<file path="src/rtl/particle_stream_writer.sv">
// Streams NUM_PARTICLES words per frame from a valid/ready source into a particle buffer
// write port, counting completed frames.
module particle_stream_writer #(
  parameter int unsigned RAM_WIDTH     = 18,
  parameter int unsigned RAM_DEPTH     = 1024,
  parameter int unsigned NUM_PARTICLES = 1024,
  localparam int unsigned AW           = (RAM_DEPTH > 1) ? $clog2(RAM_DEPTH) : 1
) (
  input  logic                 clk_in,
  input  logic                 rst_n_in,
  input  logic                 start_in,
  input  logic                 s_valid_in,
  input  logic [RAM_WIDTH-1:0] s_data_in,
  output logic                 s_ready_out,
  output logic [AW-1:0]        addr_out,
  output logic [RAM_WIDTH-1:0] data_out,
  output logic                 we_out,
  output logic                 en_out,
  output logic                 busy_out,
  output logic                 frame_done_out,
  output logic [15:0]          frame_count_out
);

  typedef enum logic [1:0] {StIdle, StWrite, StDone} state_e;

  localparam logic [AW-1:0] LastIdx = AW'(NUM_PARTICLES - 1);

  state_e               state_q, state_d;
  logic [AW-1:0]        index_q, index_d;
  logic [AW-1:0]        addr_q, addr_d;
  logic [RAM_WIDTH-1:0] data_q, data_d;
  logic                 we_q, we_d;
  logic                 done_q, done_d;
  logic [15:0]          count_q, count_d;

  always_comb begin
    state_d = state_q;
    index_d = index_q;
    addr_d  = addr_q;
    data_d  = data_q;
    we_d    = 1'b0;
    done_d  = 1'b0;
    count_d = count_q;
    unique case (state_q)
      StIdle: begin
        if (start_in) begin
          state_d = StWrite;
          index_d = '0;
        end
      end
      StWrite: begin
        // Write port is registered: the accepted word appears on the next cycle.
        if (s_valid_in) begin
          we_d   = 1'b1;
          addr_d = index_q;
          data_d = s_data_in;
          if (index_q == LastIdx) begin
            state_d = StDone;
          end else begin
            index_d = index_q + 1'b1;
          end
        end
      end
      StDone: begin
        state_d = StIdle;
        done_d  = 1'b1;
        count_d = count_q + 16'd1;
      end
      default: state_d = StIdle;
    endcase
  end

  always_ff @(posedge clk_in) begin
    if (!rst_n_in) begin
      state_q <= StIdle;
      index_q <= '0;
      addr_q  <= '0;
      data_q  <= '0;
      we_q    <= 1'b0;
      done_q  <= 1'b0;
      count_q <= '0;
    end else begin
      state_q <= state_d;
      index_q <= index_d;
      addr_q  <= addr_d;
      data_q  <= data_d;
      we_q    <= we_d;
      done_q  <= done_d;
      count_q <= count_d;
    end
  end

  assign s_ready_out     = (state_q == StWrite);
  assign busy_out        = (state_q == StWrite) || (state_q == StDone);
  assign addr_out        = addr_q;
  assign data_out        = data_q;
  assign we_out          = we_q;
  assign en_out          = we_q;
  assign frame_done_out  = done_q;
  assign frame_count_out = count_q;

endmodule

</file>
<file path="config.mk">
export PLATFORM = sky130hd
export DESIGN_NAME = particle_stream_writer
export DESIGN_NICKNAME = d
export VERILOG_FILES = /design/src/rtl/particle_stream_writer.sv
export SDC_FILE = /design/constraint.sdc
export NUM_CORES = 1
export LEC_CHECK = 0
export ABC_AREA = 1
export CORE_MARGIN = 2
export CORE_UTILIZATION = 40
export CTS_BUF_LIST = sky130_fd_sc_hd__clkbuf_16
export CTS_CLUSTER_DIAMETER = 60
export DETAILED_ROUTE_END_ITERATION = 10
export PLACE_DENSITY = 0.8
export RECOVER_POWER = 100
export SYNTH_ARGS = -nofsm -noshare
export SYNTH_HDL_FRONTEND = slang
export SYNTH_SLANG_ARGS = --single-unit
</file>
<file path="constraint.sdc">
create_clock -name clk_in -period 1.7 [get_ports clk_in]
set_clock_uncertainty 0.2 [all_clocks]
set_input_delay 0.255 -clock clk_in [delete_from_list [all_inputs] [get_ports clk_in]]
set_output_delay 0.255 -clock clk_in [all_outputs]
set_load 0.01 [all_outputs]
</file>
# Yosys cells after proc, flatten, opt, wreduce, memory -nomap -nowiden
# Index checks and enable logic that the tools add are counted.
# word_totals
register_bits,58
in_bits,22
out_inout_bits,49
wordCells,33
# classes
n_addsub,2
eq_ne,7
n_mux,10
n_reduce_logical,7
# ops
op,n
10-bit two-way mux,3
10-bit one-hot mux with 2 select lines,1
16-bit by 1-bit adder with 16-bit output (second input constant),1
10-bit by 1-bit adder with 10-bit output (second input constant),1
10-bit == test (second input constant),1
2-bit two-way mux,3
2-bit inequality test (second input constant),3
2-bit one-hot mux with 2 select lines,1
2-bit AND reduction,2
4-bit AND reduction,1
3-bit AND reduction,1
2-bit by 1-bit == test with 1-bit output (second input constant),1
2-bit == test (second input constant),1
2-bit logical NOT,1
1-bit two-way mux,2
2-bit by 1-bit inequality test with 1-bit output (second input constant),1
2-bit nonzero test,1
1-bit logical OR,1

# Depth between registers and ports, before layout
# Gate-level depths: netlist of run 1.
# logic_depth
depth_word,4
depth_mapped,10
ltp_nobuf,10

# Worst setup path after synthesis of run 1
# OpenSTA, ideal clock, no wires.
# synth_path
path_kind,register -> register
startpoint,register state_q[1]
endpoint,register index_q[1]
setup_time_ps,111
arrival_ps,1377
required_time_ps,1389
setup_slack_ps,12
stages_incl_launch_ff,10
path_buffers,0
synth_period_minus_slack_ps,1688
cell_sequence,dfxtp_1 inv_1 ha_1 inv_2 o22ai_2 inv_2 nand2_8 inv_2 nor2_1 nor2_1
# synth_via
elab_chain_cells,3
word_cells_on_any_way,8
cone_classes,4 x eq/ne; 1 x mux; 3 x reduce/logical
# synth_lines
element,line_no,text
"start, declared",28,"state_e state_q, state_d;"
"start signal, assigned",75,state_q <= StIdle;
"start signal, assigned",83,state_q <= state_d;
2-bit by 1-bit == test with 1-bit output (*),-,
net s_ready_out,14,"output logic s_ready_out,"
2-bit inequality test (no source line) or 2-bit nonzero test (tied branches),-,
4-bit AND reduction (no source line),-,
"end signal, assigned",84,index_q <= index_d;
"end, declared",29,"logic [AW-1:0] index_q, index_d;"
# The timed path passes the listed nets; every way through them passes the cells marked *.
# A chain may end at the register's enable or synchronous reset.

# Worst setup path in the final report of run 1
# layout_path
startpoint,register state_q[0]
endpoint,register count_q[7] (netlist: frame_count_out[7])
# layout_via
elab_chain_cells,1
# layout_lines
element,line_no,text
2-bit == test,44,unique case (state_q)
"end signal, assigned",89,count_q <= count_d;
"end, declared",34,"logic [15:0] count_q, count_d;"
# Every way passes these cells.

==> impl_metrics.csv, run 1 <==
group,metric,value,unit
outcome,status,"completed",
layout,finish.utilization,0.608,
timing,period_share,0.988,
power,switching_power,1890,uW
placement,gp_congestion,0.842,
synth,syn_nets,379,
layout,drive_gt1_frac,0.164,
critical_path,rr_worst_depth,8,
placement,portBuffers,70,
critical_path,start_kind,"flip-flop",
synth,ys_seq_area_frac,0.457,
worst_hold_path,hold_depth,1,
placement,hpwl,4.30,mm
timing,tns,0,ps
routing,wire_per_inst,12.2,um
layout,final_common_cell,"nor2_1",
power,pwr-share-seq,0.323,
worst_hold_path,min-delay-start,"frame_count_out[0]",
routing,drc,0,
routing,drt-pass1-iter-count,4,
timing,max_freq,0.595,GHz
power,comb_power_share,0.376,
layout,area_delta_synth_final,49.4,%
power,swShare,0.340,
synth,synth_warnings,0,
layout,layout.cells.most_common_list,"68 x nor2_1, 58 x nand2_1, 53 x dfxtp_1",
die,die_h,83.7,um
synth,netlist_area,0.00254,mm^2
critical_path,worstSetupEndpointType,"flip-flop",
worst_hold_path,worst_hold_path_type,"flip-flop to flip-flop",
power,leakage,0.00165,uW
synth,post_synth.cell_area_avg,7.24,um^2
global_routing,grt_pass1_wl,10.1,mm
timing,finalHoldViolations,0,
synth,synthTopCellsByArea,"dfxtp_1 46%, nor2_1 11%, nand2_1 8.9%",
layout,antenna_cells,0,
cts,root_buffer,"clkbuf_16",
timing,maxSlewHeadroom,0.833,
job,maxCapViolations,0,
cts,cts_max_level,3,
cts,numClockSinks,58,
power,p_clk_frac,0.301,
timing,rsz0062_at_grt,"true",
cts,cts.clk_slew.worst_paths,50,ps
routing,avgViaCountPerCell,4.89,
die,core_area,0.00624,mm^2
placement,place_area,0.00339,mm^2
cts,tritoncts,"yes",
routing,drt_iter0_drc,97,
critical_path,path_class,"flip-flop to flip-flop",
synth,synth_cell_types,28,
layout,fin_nets,470,
routing,drt-total-wl,6.40,mm
timing,period_needed,1680,ps
routing,num_vias,2557,
critical_path,cp-startpoint,"state_q[0]",
power,power.density,1460,mW/mm^2
die,io_pins,71,
critical_path,crit_required,1700,ps
timing,drv_slew,0,
die,die_area,0.00700,mm^2
timing,finalSetupViolCount,0,
global_routing,grt_pass1_vias,2292,
global_routing,track_usage,0.176,
synth,synth_top_area_cell,"dfxtp_1",
synth,syn_inst,351,
synth,synth_top_area_frac,0.457,
routing,ant_nets,0,
die,num_rows,29,
timing,worstMarginPinSlew,248,ps
critical_path,rr_startpoint,"state_q[0]",
synth,synth-seq-cells,58,
layout,finish.instance_area,0.00379,mm^2
die,die_width,83.7,um
cts,clk_latency,320,ps
cts,hold_buffers,0,
power,p_int,3670,uW
die,start_util,0.407,
cts,clock_path_buffers,2,
critical_path,worstPathArrival,1680,ps
global_routing,grt_start_max_net_pins,22,
global_routing,grt-ovfl-total,0,
global_routing,antenna_found_initial,0,
cts,cts_made_buffers,9,
power,vdd_drop_max,1000,uV
critical_path,path_max_fanout,4,
state kept, by name (all words and copies together) (netlist names):
| name | count |
|---|---|
| data_out | 18 |
| frame_count_out | 16 |
| addr_out | 10 |
| index_q | 10 |
| state_q | 2 |
| en_out | 1 |
| frame_done_out | 1 |
per-stage QoR:
step	hold slack (ps)	power, uW	cells	setup slack (ps)
floorplan	193	2920	351	11.9
global placement	264	3640	501	31.0
detailed placement	274	3700	501	-26.1
CTS	280	5420	516	14.2
global route	278	5900	523	-84.1
finish	268	5560	523	20.1
power groups by stage:
| stage | logic (uW) | clock network [uW] | registers (uW) |
|---|---|---|---|
| floorplan | 1070 | 0 | 1840 |
| global route | 2310 | 1760 | 1830 |
| finish | 2090 | 1670 | 1790 |
| detailed placement | 1920 | 0 | 1780 |
| CTS | 1930 | 1710 | 1780 |
| global placement | 1870 | 0 | 1770 |
critical path, cell delays in order, from the launching register on:
cell and delay, ps:
dfxtp_4 360, inv_4 70, ha_4 160, nand2_2 70, nor2_4 100, buf_4 130
nand4_1 130, o21ai_0 270, a21oi_1 80
repair_timing:
| action | in CTS | in global routing |
|---|---|---|
| pin swaps | 1 | 9 |
| setup buffers | 0 | 6 |
| setup endpoints to repair | 20 | 25 |
| resized for setup | 27 | 26 |
| cloned | 0 | 1 |
Yosys cell counts, drive strengths merged:
cell type,n
o22ai,1
o21a,1
ha,6
clkbuf,6
xor2,2
dfxtp,58
nand4,2
inv,36
nand3b,1
clkinv,1
nand3,17
nor2,78
o21ai,39
nor3,7
buf,5
a21oi,25
nand2,66
routing by layer:
metal  GRT usage  vias to the layer above  wire length (um)
met5           0                        -                 0
met4      0.0660                        0                40
met3      0.0534                        6               387
met2       0.288                       79              3100
met1       0.217                     1168              2870
li1            -                     1304                 -
worst paths after layout:
check | endpoint | slack (ps)
max | frame_count_out[7] | 20
max reg2reg | frame_count_out[7] | 20
min reg2reg | frame_count_out[0] | 270
min | frame_count_out[0] | 270
cell families after synthesis:
logic type | count (synthesis) | share of synthesized area
simple gates | 171 | 0.297
compound gates | 66 | 0.135
flops | 58 | 0.457
buf+inv | 48 | 0.0739
fa+ha+maj | 6 | 0.0296
xor+xnor | 2 | 0.00690
area by class of cell:
| class | instances | area, um^2 |
|---|---|---|
| clock buffers | 9 | 225 |
| clock inverters | 6 | 50.0 |
| fillers | 526 | 2450 |
| inverters | 37 | 144 |
| multi-input cells | 246 | 1270 |
| flip-flops and latches | 58 | 1170 |
| well taps | 77 | 96.3 |
| repair buffers | 90 | 838 |
Power figures use the tool's default switching activity.
==> run 2: changes to the inputs <==
CORE_UTILIZATION = 43   (was 40)
PLACE_DENSITY = 0.85   (was 0.8)
==> run 2 against run 1 <==
Worst setup slack got worse by 17 ps; die area fell by 6.6%; final cell count fell by 1.7%; sequential power barely moved; clock power fell by 9%; combinational power rose by 9%; via count rose by 0.66%; utilization rose by 7.3 points; cell area rose by 0.59%; register-to-register slack improved by 40 ps; total power rose by 0.63%; largest cell class unchanged; largest power group unchanged.
==> impl_metrics.csv, run 2 (synthesized netlist as in run 1, its figures left out) <==
group,metric,value,unit
power,swShare,0.355,
critical_path,path_max_fanout,2,
cts,root_buffer,"clkbuf_16",
cts,cts_made_buffers,9,
cts,cts.clk_slew.worst_paths,50,ps
global_routing,grt_start_max_net_pins,37,
critical_path,rr_startpoint,"state_q[1]",
cts,clk_latency,320,ps
power,switching_power,1980,uW
die,core_area,0.00561,mm^2
cts,clock_path_buffers,2,
critical_path,cpPeakStageDelay,580,ps
die,start_util,0.453,
global_routing,grt-ovfl-total,0,
power,leakage,0.00164,uW
worst_hold_path,hold-path-endpoint,"data_out[4]",
critical_path,crit_required,1240,ps
cts,tritoncts,"yes",
critical_path,rr_worst_depth,10,
timing,finalSetupViolCount,0,
layout,antenna_cells,0,
die,num_rows,27,
timing,setup_ws,2.85,ps
timing,period_needed,1700,ps
placement,place_ws,-44.5,ps
timing,drv_slew,0,
die,io_pins,71,
routing,ant_nets,0,
critical_path,worstPathArrival,1240,ps
routing,drt-pass1-iter-count,6,
die,die_area,0.00654,mm^2
timing,max_freq,0.589,GHz
timing,finalHoldViolations,0,
critical_path,cp-startpoint,"addr_out[6]",
global_routing,grt_pass1_wl,10.4,mm
layout,fin_cells,514,
critical_path,crit_slowest_cell,"clkdlybuf4s50_1",
placement,place_inst,493,
layout,finish.utilization,0.681,
global_routing,track_usage,0.205,
global_routing,antenna_found_initial,0,
critical_path,worstSetupEndpointType,"primary output",
worst_hold_path,worst_hold_path_type,"flip-flop to flip-flop",
timing,period_share,0.998,
critical_path,critPathBufInv,1,
routing,num_vias,2574,
critical_path,rrSetupSlack,60,ps
job,maxCapViolations,0,
timing,maxSlewHeadroom,0.783,
critical_path,path_class,"flip-flop to primary output",
timing,worstMarginPinSlew,323,ps
placement,portBuffers,70,
placement,hpwl,4.44,mm
die,die_h,80.9,um
worst_hold_path,hold_depth,2,
cts,cts_max_level,3,
critical_path,r2r_end,"index_q[2]",
outcome,status,"completed",
power,p_int,3610,uW
power,comb_power_share,0.408,
routing,avgViaCountPerCell,5.01,
cts,numClockSinks,58,
global_routing,grt_pass1_vias,2303,
placement,gp_congestion,0.828,
routing,drc,0,
timing,rsz0062_at_grt,"true",
routing,wire_per_inst,12.9,um
critical_path,path_delay_family,"buffers and inverters",
critical_path,crit_chain,"clkdlybuf4s50_1",
power,power.density,1460,mW/mm^2
timing,hold_slack,280,ps
layout,layout.cells.most_common_list,"71 x nor2_1, 58 x nand2_1, 52 x dfxtp_1, 52 x clkdlybuf4s50_1, 38 x o21ai_0",
layout,fin_nets,467,
layout,drive_gt1_frac,0.154,
layout,final_common_cell,"nor2_1",
routing,drt_iter0_drc,115,
power,p_clk_frac,0.271,
routing,drt-total-wl,6.65,mm
layout,area_delta_synth_final,50.3,%
power,pwr-share-seq,0.321,
critical_path,start_kind,"flip-flop",
layout,fillers,466,
power,vdd_drop_max,893,uV
layout,largest_register_ffs,18,
worst_hold_path,min-delay-start,"data_out[4]",
die,die_width,80.9,um
timing,tns,0,ps
==> run 2: power groups by stage <==
stage,clock network [uW],logic [uW],registers [uW]
floorplan,0,1070,1840
global placement,0,1890,1760
detailed placement,0,1940,1770
CTS,1550,1950,1770
global route,1600,2540,1820
finish,1520,2280,1800
==> run 2: through the flow <==
step / power, uW / cell area, um^2
floorplan: 2920 / 2540
global placement: 3650 / 3390
detailed placement: 3720 / 3390
CTS: 5260 / 3640
global route: 5950 / 3820
finish: 5590 / 3820
==> run 2: layout make-up <==
class / count / area (um^2) / share of cell area
Clock buffer: 9 / 225 / 0.0590
Inverter: 37 / 146 / 0.0383
Clock inverter: 5 / 25.0 / 0.00656
Multi-Input combinational cell: 246 / 1310 / 0.343
Sequential cell: 58 / 1170 / 0.307
Tap cell: 72 / 90.1 / 0.0236
Timing Repair Buffer: 87 / 850 / 0.223
==> run 2: worst max-delay path by stage <==
stage / cells past startpoint / end / slack [ps]
2_1_floorplan: 9 / index_q[1] / 10
3_3_place_gp: 4 / busy_out / -30
3_5_place_dp: 4 / busy_out / -40
4_1_cts: 9 / frame_count_out[13] / 4
5_1_grt: 9 / index_q[7] / -50
6_report: 1 / addr_out[6] / 3
==> run 2: timing repair <==
| item | in CTS | in global routing |
|---|---|---|
| buffers inserted | 0 | 6 |
| setup endpoints to repair | 22 | 25 |
| resized for setup | 25 | 33 |
| hold buffers | 0 | 0 |
| gates cloned | 0 | 1 |
| pin swaps | 1 | 13 |
==> run 2: routing by layer <==
| layer | up-vias | track usage | share of wire |
|---|---|---|---|
| met5 | - | 0 | 0 |
| met4 | 0 | 0.0864 | 0.019 |
| met3 | 12 | 0.0689 | 0.076 |
| met2 | 79 | 0.337 | 0.49 |
| met1 | 1188 | 0.245 | 0.41 |
| li1 | 1295 | - | - |
==> run 2: tightest hold or removal path, delay by kind of cell (launching register included) <==
kind	cells	cell delay (ps)
simple gates	2	120
flops	1	320
==> run 3: changes to the inputs <==
ABC_CLOCK_PERIOD_IN_PS = 1700   (was not set)
MAX_ROUTING_LAYER = met4   (was not set)
SLEW_MARGIN = 20   (was not set)
==> run 3 against run 2 <==
The run now ends with setup timing left; non-clock buffer count unchanged; combinational power about the same; sequential share of layout area unchanged; clock-buffer cell count unchanged; flip-flop and latch count unchanged; first-iteration DRC count down 7.8%; maximum frequency down 1.3%; clock power about the same; global-route usage up 0.57 points; cell area unchanged; register-to-register slack about the same.
==> impl_metrics.csv, run 3 (synthesized netlist as in run 1, its figures left out) <==
group,metric,value,unit
critical_path,path_delay_family,"buffers and inverters",
routing,ant_nets,0,
outcome,status,"finished with violations",
cts,cts.clk_slew.worst_paths,50,ps
worst_hold_path,worst_hold_path_type,"flip-flop to flip-flop",
layout,final_common_cell,"nor2_1",
timing,worstMarginPinSlew,320,ps
routing,drt_iter0_drc,106,
critical_path,crit_required,1240,ps
layout,antenna_cells,0,
cts,cts_max_level,3,
timing,maxSlewHeadroom,0.785,
routing,drt-total-wl,6.69,mm
layout,area_delta_synth_final,50.3,%
global_routing,grt_pass1_vias,2309,
layout,fillers,466,
timing,hold_slack,280,ps
die,die_width,80.9,um
placement,gp_congestion,0.841,
timing,drv_slew,0,
cts,cts_made_buffers,9,
cts,hold_buffers,0,
global_routing,globalRouteMet1Util,0.244,
critical_path,worstPathArrival,1260,ps
die,start_util,0.453,
outcome,violations,"setup timing",
critical_path,critPathBufInv,1,
power,leakage,0.00164,uW
layout,fin_nets,467,
die,die_area,0.00654,mm^2
timing,finalHoldViolations,0,
timing,setup_ws,-18.8,ps
global_routing,busiest_layer,"met2",
critical_path,path_max_fanout,2,
layout,largest_register_ffs,18,
global_routing,antenna_found_initial,0,
timing,max_freq,0.582,GHz
die,num_rows,27,
layout,layout.cells.most_common_list,"71 x nor2_1, 58 x nand2_1, 52 x dfxtp_1, 52 x clkdlybuf4s50_1, 38 x o21ai_0",
routing,avgViaCountPerCell,4.98,
cts,root_buffer,"clkbuf_16",
global_routing,grt_start_max_net_pins,37,
global_routing,gr-usage-met3,0.0689,
critical_path,crit_chain,"clkdlybuf4s50_1",
critical_path,crit_slowest_cell,"clkdlybuf4s50_1",
die,io_pins,71,
critical_path,worstSetupEndpointType,"primary output",
global_routing,grtUsageMet2,0.337,
timing,period_needed,1720,ps
placement,place_ws,-44.5,ps
timing,finalSetupViolCount,1,
routing,drt-pass1-iter-count,4,
placement,portBuffers,70,
job,maxCapViolations,0,
power,vdd_drop_max,893,uV
critical_path,start_kind,"flip-flop",
global_routing,grt-ovfl-total,0,
cts,tritoncts,"yes",
die,core_area,0.00561,mm^2
timing,period_share,1.01,
cts,clk_latency,320,ps
power,power.density,1460,mW/mm^2
cts,clock_path_buffers,2,
layout,drive_gt1_frac,0.154,
global_routing,track_usage,0.211,
critical_path,path_class,"flip-flop to primary output",
routing,drc,0,
routing,num_vias,2558,
placement,hpwl,4.44,mm
cts,numClockSinks,58,
timing,rsz0062_at_grt,"true",
critical_path,cpPeakStageDelay,590,ps
routing,wire_per_inst,13.0,um
die,die_h,80.9,um
global_routing,grt_pass1_wl,10.3,mm
[run 3: cell type report]
cell class	instances	area (um^2)	area share
Multi-Input combinational cell	246	1310	0.343
Tap cell	72	90.1	0.0236
Timing Repair Buffer	87	850	0.223
Clock inverter	5	25.0	0.00656
Inverter	37	146	0.0383
Sequential cell	58	1170	0.307
Clock buffer	9	225	0.0590
[run 3: report_power, final]
group / internal [uW] / switching, uW / leakage, uW
sequential: 1620 / 174 / 0.000475
clock: 948 / 566 / 0.000126
combinational: 1040 / 1240 / 0.00104
total: 3610 / 1980 / 0.00164
[run 3: path summary, 6_finish.rpt]
kind               startpoint          end  slack (ps)  depth (start not counted)
setup / recovery  addr_out[6]  addr_out[6]         -20                          1
hold / removal    data_out[4]  data_out[4]         280                          2
setup reg to reg   index_q[7]   index_q[2]          60                          8
hold reg to reg   data_out[4]  data_out[4]         280                          2
[run 3: repair_timing]
item | in CTS | in global routing
gates resized for setup | 25 | 33
buffers inserted | 0 | 6
setup endpoints to repair | 22 | 25
pin swaps | 1 | 13
cloned | 0 | 1
[run 3: metrics by stage]
step                      instances  instance area (um^2)  utilization  power (uW)  TNS (ps)
after global placement          493                  3390        0.604        3650     -48.4
after detailed placement        493                  3390        0.604        3720      -199
final                           514                  3820        0.681        5590     -18.8
after CTS                       507                  3640        0.649        5260         0
after global routing            514                  3820        0.681        5950      -350
after floorplan                 351                  2540            -        2920         0
[run 3: worst reg2reg max path: cells and delay by family, from the launching register on]
kind	cells	cell delay (ps)
flops	1	390
buf+inv	1	160
compound gates	1	70
simple gates	6	720
[run 3: layer usage]
metal,part of all wire,vias up
li1,-,1298
met1,0.41,1173
met2,0.49,76
met3,0.081,11
met4,0.020,0
met5,0,-
